### src/rtl/mcu_stream_sequencer.sv
// Host-side MCU initiator: loads column-major pixels into MCU banks, then runs
// chblk/sop/eop sequences and streams convolution results back to the host.
module mcu_stream_sequencer #(
  parameter int N           = 2,
  parameter int BITS_IMAGEN = 8,
  parameter int BITS_DATA   = 13,
  parameter int BITS_ADDR   = 10,
  parameter int BITS_COLS   = 10
) (
  input  logic                   clk,
  input  logic                   rst,
  input  logic                   i_Start,
  input  logic [BITS_ADDR-1:0]   i_Rows,
  input  logic [BITS_COLS-1:0]   i_Cols,
  input  logic [BITS_IMAGEN-1:0] i_Pix,
  input  logic                   i_PixValid,
  output logic                   o_PixReady,
  output logic [BITS_DATA-1:0]   o_Res,
  output logic                   o_ResValid,
  output logic                   o_Busy,
  output logic                   o_Done,
  output logic [BITS_IMAGEN-1:0] o_Data,
  output logic                   o_WValid,
  output logic [BITS_ADDR-1:0]   o_WAddr,
  output logic [BITS_ADDR-1:0]   o_RAddr,
  output logic                   o_chblk,
  output logic                   o_sop,
  output logic                   o_eop,
  input  logic [BITS_DATA-1:0]   i_MemRes
);

  localparam int BATCH_W = $clog2(N + 3);
  localparam int DCOL_W  = (N > 1) ? $clog2(N) : 1;
  localparam logic [BATCH_W-1:0] FIRST_BATCH = BATCH_W'(N + 2);
  localparam logic [BATCH_W-1:0] NEXT_BATCH  = BATCH_W'(N);
  localparam logic [DCOL_W-1:0]  LAST_DCOL   = DCOL_W'(N - 1);

  typedef enum logic [2:0] {
    S_IDLE, S_LOAD, S_CHBLK, S_RUN, S_DRAIN, S_DCHBLK, S_FLUSH, S_DONE
  } state_t;

  state_t                 state_q, state_d;
  logic [BITS_ADDR-1:0]   rows_q, rows_d;
  logic [BITS_COLS-1:0]   cols_q, cols_d;
  logic [BITS_ADDR-1:0]   row_q, row_d;
  logic [BITS_COLS:0]     col_q, col_d;
  logic [BATCH_W-1:0]     batch_q, batch_d;
  logic [DCOL_W-1:0]      dcol_q, dcol_d;
  logic                   flush_q, flush_d;
  logic [BITS_IMAGEN-1:0] data_q, data_d;
  logic                   wvalid_q, wvalid_d;
  logic [BITS_ADDR-1:0]   waddr_q, waddr_d;
  logic [BITS_ADDR-1:0]   raddr_q, raddr_d;
  logic                   chblk_q, chblk_d;
  logic                   sop_q, sop_d;
  logic                   eop_q, eop_d;
  logic                   done_q, done_d;
  logic                   rdStb_q, rdStb_d;
  logic                   memVld_q, memVld_d;
  logic [BITS_DATA-1:0]   res_q, res_d;
  logic                   resValid_q, resValid_d;

  logic hostCol;
  logic lastRow;

  // Columns at or beyond the image width are zero padding generated internally.
  assign hostCol = col_q < {1'b0, cols_q};
  assign lastRow = row_q == (rows_q - 1'b1);

  assign o_PixReady = (state_q == S_LOAD) && hostCol;
  assign o_Busy     = state_q != S_IDLE;
  assign o_Data     = data_q;
  assign o_WValid   = wvalid_q;
  assign o_WAddr    = waddr_q;
  assign o_RAddr    = raddr_q;
  assign o_chblk    = chblk_q;
  assign o_sop      = sop_q;
  assign o_eop      = eop_q;
  assign o_Done     = done_q;
  assign o_Res      = res_q;
  assign o_ResValid = resValid_q;

  always_comb begin
    state_d    = state_q;
    rows_d     = rows_q;
    cols_d     = cols_q;
    row_d      = row_q;
    col_d      = col_q;
    batch_d    = batch_q;
    dcol_d     = dcol_q;
    flush_d    = flush_q;
    data_d     = data_q;
    wvalid_d   = 1'b0;
    waddr_d    = waddr_q;
    raddr_d    = raddr_q;
    chblk_d    = 1'b0;
    sop_d      = 1'b0;
    eop_d      = 1'b0;
    done_d     = 1'b0;
    rdStb_d    = 1'b0;
    memVld_d   = rdStb_q;
    resValid_d = memVld_q;
    res_d      = memVld_q ? i_MemRes : res_q;

    case (state_q)
      S_IDLE: begin
        if (i_Start) begin
          rows_d  = i_Rows;
          cols_d  = i_Cols;
          batch_d = FIRST_BATCH;
          row_d   = '0;
          col_d   = '0;
          state_d = S_LOAD;
        end
      end
      S_LOAD: begin
        if (!hostCol || i_PixValid) begin
          data_d   = hostCol ? i_Pix : '0;
          waddr_d  = row_q;
          wvalid_d = 1'b1;
          if (lastRow) begin
            row_d   = '0;
            col_d   = col_q + 1'b1;
            state_d = S_CHBLK;
          end else begin
            row_d = row_q + 1'b1;
          end
        end
      end
      S_CHBLK: begin
        chblk_d = 1'b1;
        batch_d = batch_q - 1'b1;
        state_d = (batch_q == BATCH_W'(1)) ? S_RUN : S_LOAD;
      end
      S_RUN: begin
        sop_d   = 1'b1;
        raddr_d = row_q;
        if (lastRow) begin
          row_d   = '0;
          dcol_d  = '0;
          state_d = S_DRAIN;
        end else begin
          row_d = row_q + 1'b1;
        end
      end
      S_DRAIN: begin
        eop_d   = 1'b1;
        raddr_d = row_q;
        rdStb_d = 1'b1;
        if (lastRow) begin
          row_d   = '0;
          state_d = S_DCHBLK;
        end else begin
          row_d = row_q + 1'b1;
        end
      end
      S_DCHBLK: begin
        eop_d   = 1'b1;
        chblk_d = 1'b1;
        if (dcol_q == LAST_DCOL) begin
          flush_d = 1'b0;
          state_d = S_FLUSH;
        end else begin
          dcol_d  = dcol_q + 1'b1;
          state_d = S_DRAIN;
        end
      end
      S_FLUSH: begin
        // Two cycles let the last read reach o_Res; another pass remains while
        // fewer columns than the image width have been loaded.
        eop_d   = 1'b1;
        flush_d = 1'b1;
        if (flush_q) begin
          if (hostCol) begin
            batch_d = NEXT_BATCH;
            state_d = S_LOAD;
          end else begin
            state_d = S_DONE;
          end
        end
      end
      S_DONE: begin
        done_d  = 1'b1;
        state_d = S_IDLE;
      end
      default: state_d = S_IDLE;
    endcase
  end

  always_ff @(posedge clk or negedge rst) begin
    if (!rst) begin
      state_q    <= S_IDLE;
      rows_q     <= '0;
      cols_q     <= '0;
      row_q      <= '0;
      col_q      <= '0;
      batch_q    <= '0;
      dcol_q     <= '0;
      flush_q    <= 1'b0;
      data_q     <= '0;
      wvalid_q   <= 1'b0;
      waddr_q    <= '0;
      raddr_q    <= '0;
      chblk_q    <= 1'b0;
      sop_q      <= 1'b0;
      eop_q      <= 1'b0;
      done_q     <= 1'b0;
      rdStb_q    <= 1'b0;
      memVld_q   <= 1'b0;
      res_q      <= '0;
      resValid_q <= 1'b0;
    end else begin
      state_q    <= state_d;
      rows_q     <= rows_d;
      cols_q     <= cols_d;
      row_q      <= row_d;
      col_q      <= col_d;
      batch_q    <= batch_d;
      dcol_q     <= dcol_d;
      flush_q    <= flush_d;
      data_q     <= data_d;
      wvalid_q   <= wvalid_d;
      waddr_q    <= waddr_d;
      raddr_q    <= raddr_d;
      chblk_q    <= chblk_d;
      sop_q      <= sop_d;
      eop_q      <= eop_d;
      done_q     <= done_d;
      rdStb_q    <= rdStb_d;
      memVld_q   <= memVld_d;
      res_q      <= res_d;
      resValid_q <= resValid_d;
    end
  end

endmodule

### config.mk
export PLATFORM = sky130hd
export DESIGN_NAME = mcu_stream_sequencer
export DESIGN_NICKNAME = d
export VERILOG_FILES = /design/src/rtl/mcu_stream_sequencer.sv
export SDC_FILE = /design/constraint.sdc
export NUM_CORES = 1
export LEC_CHECK = 0
export ABC_AREA = 1
export CORE_ASPECT_RATIO = 0.7
export CORE_UTILIZATION = 45
export DETAILED_ROUTE_END_ITERATION = 10
export HOLD_SLACK_MARGIN = 0.12
export PLACE_DENSITY = 0.76
export SLEW_MARGIN = 15
export SYNTH_ARGS = -nofsm -noshare
export SYNTH_HDL_FRONTEND = slang
export SYNTH_SLANG_ARGS = --single-unit
### constraint.sdc
create_clock -name clk -period 2.92 [get_ports clk]
set_clock_uncertainty 0.15 [all_clocks]
set_input_delay 0.292 -clock clk [delete_from_list [all_inputs] [get_ports clk]]
set_output_delay 0.292 -clock clk [all_outputs]
set_load 0.01 [all_outputs]
Word level (Yosys, flattened, before mapping) --
Cells that the tools add are included.
Word-level totals: register bits 98, input bits 45, output and inout bits 49, word-level logic and storage cells 99
Cells by class: $add $sub $neg 5, $lt $le $gt $ge 1, eq/ne operators 17, mux-type cells 35, reductions and logical operators 21
Operator list (count):
- 11-bit 2-to-1 mux | 3
- 10-bit 2-to-1 mux | 3
- 3-bit 2-to-1 mux | 10
- 10-bit case mux with 3 select lines | 1
- 3-bit case mux with 8 select lines | 1
- 11-bit case mux with 2 select lines | 1
- 2-bit != test, second input constant | 7
- 3-bit equality test, second input constant | 4
- 11-bit by 1-bit adder with 11-bit output, second input constant | 1
- 11-bit by 10-bit less-than comparator with 1-bit output | 1
- 10-bit by 1-bit adder with 10-bit output, second input constant | 1
- 10-bit equality test | 1
- 1-bit 2-to-1 mux | 10
- 10-bit by 1-bit subtractor with 10-bit output, second input constant | 1
- 3-bit case mux with 3 select lines | 1
- 3-bit nonzero test | 3
- 8-bit 2-to-1 mux | 1
- 2-bit AND reduction | 4
- 4-bit AND reduction | 2
- 3-bit by 1-bit equality test with 1-bit output, second input constant | 2
- 3-bit by 2-bit equality test with 1-bit output, second input constant | 2
- 6-bit AND reduction | 1
- 2-bit nonzero test | 3
- 2-bit 2-to-1 mux | 2
- 11 further kinds | 13

Logic depth before layout (Yosys ltp) --
word-level depth 5, depth in mapped cells 16

Worst setup path before layout --
No wires, ideal clock.
path kind reg2reg, from register col_q[6], to register col_q[10], library setup time 0.117 ns, arrival 1.759 ns, setup slack 0.895 ns, stages on the path, launching flop included 13, buffers on the path 1, path through dfrtp_1 > ha_1 > nand2_1 > inv_1 > nand2_1 > nand2_1 > a21oi_1 > nand2_1 > o21ai_1 > nand2_1 > buf_2 > nand3_1 > nand2_1
Between the ends: longest elaborated chain between the ends 5, elaborated cells between the ends (all ways) 9
Ends and longest elaborated chain:
- start: declaration | RTL line 46 | logic [BITS_COLS:0] col_q, col_d;
- start signal: assignment | RTL line 217 | col_q <= col_d;
- 11-bit by 10-bit less-than comparator with 1-bit output | RTL line 67 | assign hostCol = col_q < {1'b0, cols_q};
- 1-bit logical NOT | RTL line 117 | if (!hostCol || i_PixValid) begin
- 1-bit logical OR | RTL line 117
- 2-bit by 1-bit != test with 1-bit output (no source line)
- 4-bit AND reduction (no source line)
Parallel ways exist; a longest one is shown, timed or not. The select of a mux whose other input is x is not followed. A chain may end at the register's enable or synchronous reset.

Worst setup path after layout --
from register col_q[2], to register col_q[2]
Same word-level chain as after synthesis.

==> results.cfg <==
[outcome]
status = complete, no violations

[timing]
rsz0062_at_grt = no
max_freq_mhz = 408
maxSlewViolCount = 0
worst_pin_slew_ns = 0.700
hold_viol_final = 0
worst_slack_ns = 0.469
tns_ns = 0
fin_crit_ns = 2.45
relSlewSlack_pct = 53.3
timing.final.crit_share_pct = 83.9
setup_viol = 0

[global_routing]
met3_usage_pct = 6.41
overflow = 0
grt_pass1_wl_um = 18800
grt_usage_pct = 21.7
met2_usage_pct = 33.2
grt_use_met1_pct = 30.0
antenna_found_initial = 0
grt_max_degree = 53
grt_pass1_vias = 4021
busiest_layer = met2

[cells_and_area]
multiInputGateArea_um2 = 2050
area_growth_pct = 28.4
nets = 744
n_antenna_cell = 0
final_cell_mix = nand2_1 (176), dfrtp_1 (98), clkdlybuf4s50_1 (91)
final_common_cell = nand2_1
regArea_um2 = 2450
fillCellCount = 898
drive_gt1_share_pct = 7.69

[route]
dr.pass1.iters = 5
finalWirelength_um = 11400
routedWlPerCell_um = 13.8
drtIter0Drc = 263
ant_nets = 0
via_count = 4176
drc = 0
vias_per_cell = 5.09

[power_and_ir_drop]
powerDensity_nw_per_um2 = 898
max-vdd-ir-drop_uv = 585
leakagePower_nw = 3.02

[placement]
dp_slack_ns = 0.486
io_buffers = 93
place_congestion = 0.927
place_hpwl_um = 8290

[flow_run]
maxCapViolCount = 0

[die]
std_cell_rows = 31
chipHeight_um = 88.6
io_pins = 94
initial_core_util_pct = 46.4
fp.dieW_um = 126
die_area_um2 = 11100
core_area_um2 = 10400

[yosys]
synth_top_cell_area_share_pct = 50.9
synth_cells = 588
synth_area_leaders = dfrtp_1 (51%), nand2_1 (14%), nand3_1 (5.4%)
yosys_warnings = 0
syn-cell-area_um2 = 4820
ys_types = 28
synth_area_per_cell_um2 = 8.20
synth-seq-cells = 98
synth_top_area_cell = dfrtp_1
ys_seq_area_share_pct = 50.9
synthesis.nets = 647

[worst_setup_path]
crit_chain = ha_1 -> nand2_1 -> o21ai_0 -> nand3_1 -> nand2_2 -> o21ai_2 -> nand2_1 -> nand2_4 -> nand2_1 -> nand2_1
cp-end-kind = flip-flop
reg2reg_from = col_q[2]$_DFFE_PN0P_
cp_top_family = simple AND/OR/NAND/NOR gates
cp-start-kind = flip-flop
required_ns = 3.01
r2r.worst_path.cells = 10
crit_path_max_fanout = 12
crit_slowest_cell = dfrtp_1
cp.arrival_ns = 2.54
r2r-end = col_q[2]$_DFFE_PN0P_
setup.reg_to_reg.worst_slack_ns = 0.47
crit_path_frequent_cell = nand2_1
crit_path_max_incr_delay_ns = 0.44
path_class = reg -> reg
cp_num_buf_inv = 0

[clock_tree]
numCtsBuffers = 9
clk_pin_slew_worst_paths_ns = 0.07
cts_sinks = 98
tritoncts = yes
htreeDepth = 3
cts.path.max_buffers = 2
clk_latency_ns = 0.35
root_buffer = clkbuf_16

[hold_path]
worstHoldPathCells = 0
hold_end = memVld_q$_DFF_PN0_
hp-class = reg -> reg
worstHoldStart = memVld_d$_DFF_PN0_
## registers in the layout, indices dropped and copies added (netlist names)
register,flops
o_RAddr,10
o_chblk,1
col_q,11
batch_q,3
o_sop,1
o_ResValid,1
memVld_d,1
o_Res,13
memVld_q,1
rows_q,10
o_WValid,1
cols_q,10
flush_q,1
o_WAddr,10
dcol_q,1
row_q,10
o_Data,8
state_q,3
o_Done,1
o_eop,1
## logic make-up (layout without fill, tap and decap cells)
| group | after synthesis | after routing | share of synthesized area, % |
|---|---|---|---|
| AOI/OAI and AO/OA | 57 | 57 | 5.94 |
| xor gates and xnor gates | 13 | 13 | 2.36 |
| adders and majority gates | 14 | 14 | 3.63 |
| buffers and inverters | 83 | 184 | 6.82 |
| DFF | 98 | 98 | 50.9 |
| muxes | 13 | 13 | 3.04 |
| and+or+nand+nor | 310 | 310 | 27.3 |
## worst max-delay path by stage
| stage | from | to | slack (ns) | cells past startpoint |
|---|---|---|---|---|
| floorplan | col_q[6]$_DFFE_PN0P_ | col_q[10]$_DFFE_PN0P_ | 0.89 | 12 |
| global route | col_q[6]$_DFFE_PN0P_ | col_q[0]$_DFFE_PN0P_ | 0.30 | 12 |
| detailed placement | col_q[9]$_DFFE_PN0P_ | o_PixReady | 0.49 | 9 |
| CTS | col_q[9]$_DFFE_PN0P_ | o_PixReady | 0.1 | 9 |
| finish | col_q[2]$_DFFE_PN0P_ | col_q[2]$_DFFE_PN0P_ | 0.47 | 10 |
| global placement | col_q[6]$_DFFE_PN0P_ | o_PixReady | 0.56 | 9 |
## cell usage after synthesis (all sizes together)
cell type and count:
a21oi 11, a31oi 1, buf 10, clkbuf 5
dfrtp 98, ha 14, inv 68, mux2 13
nand2 180, nand3 53, nand4 10, nor2 59
nor3 5, nor3b 2, o21ai 45, or2 1
xnor2 7, xor2 6
## routing by layer
| layer | share of wire [%] | vias to the layer above |
|---|---|---|
| met5 | 0 | - |
| met4 | 0.90 | 0 |
| met3 | 6.9 | 12 |
| met2 | 42 | 136 |
| met1 | 50 | 1961 |
| li1 | - | 2067 |
## through the flow
stage / hold WS [ns] / util, % / area, um2 / std cells / power, W
3_5_place_dp: 0.185 / 56.9 / 5910 / 805 / 0.00449
3_3_place_gp: 0.186 / 56.9 / 5910 / 805 / 0.00440
5_1_grt: 0.223 / 59.6 / 6190 / 821 / 0.00600
4_1_cts: 0.200 / 59.5 / 6180 / 821 / 0.00559
2_1_floorplan: -0.154 / - / 4820 / 588 / 0.00356
6_report: 0.198 / 59.6 / 6190 / 821 / 0.00556
## power by group
part	total (W)	leakage, nW	internal (W)	switching (W)
clock network	0.00107	0.122	0.000575	0.000498
registers	0.00203	1.28	0.00177	0.000261
logic	0.00246	1.62	0.00103	0.00143
## area by class of cell
| class | instances | area share, % |
|---|---|---|
| repair buffers | 101 | 16.2 |
| clock inverters | 4 | 0.465 |
| clock buffers | 11 | 3.76 |
| inverters | 68 | 4.12 |
| multi-input cells | 407 | 33.1 |
| well taps | 132 | 2.67 |
| flip-flops and latches | 98 | 39.6 |
## timing repair
item / in CTS / in global routing
resized for setup: 0 / 3
hold buffers: 1 / 0
setup endpoints to repair: 0 / 1
endpoints found under the hold margin: 50 / 0
buffers inserted: 0 / 0
Note: power is estimated with default switching activity, not from simulation.
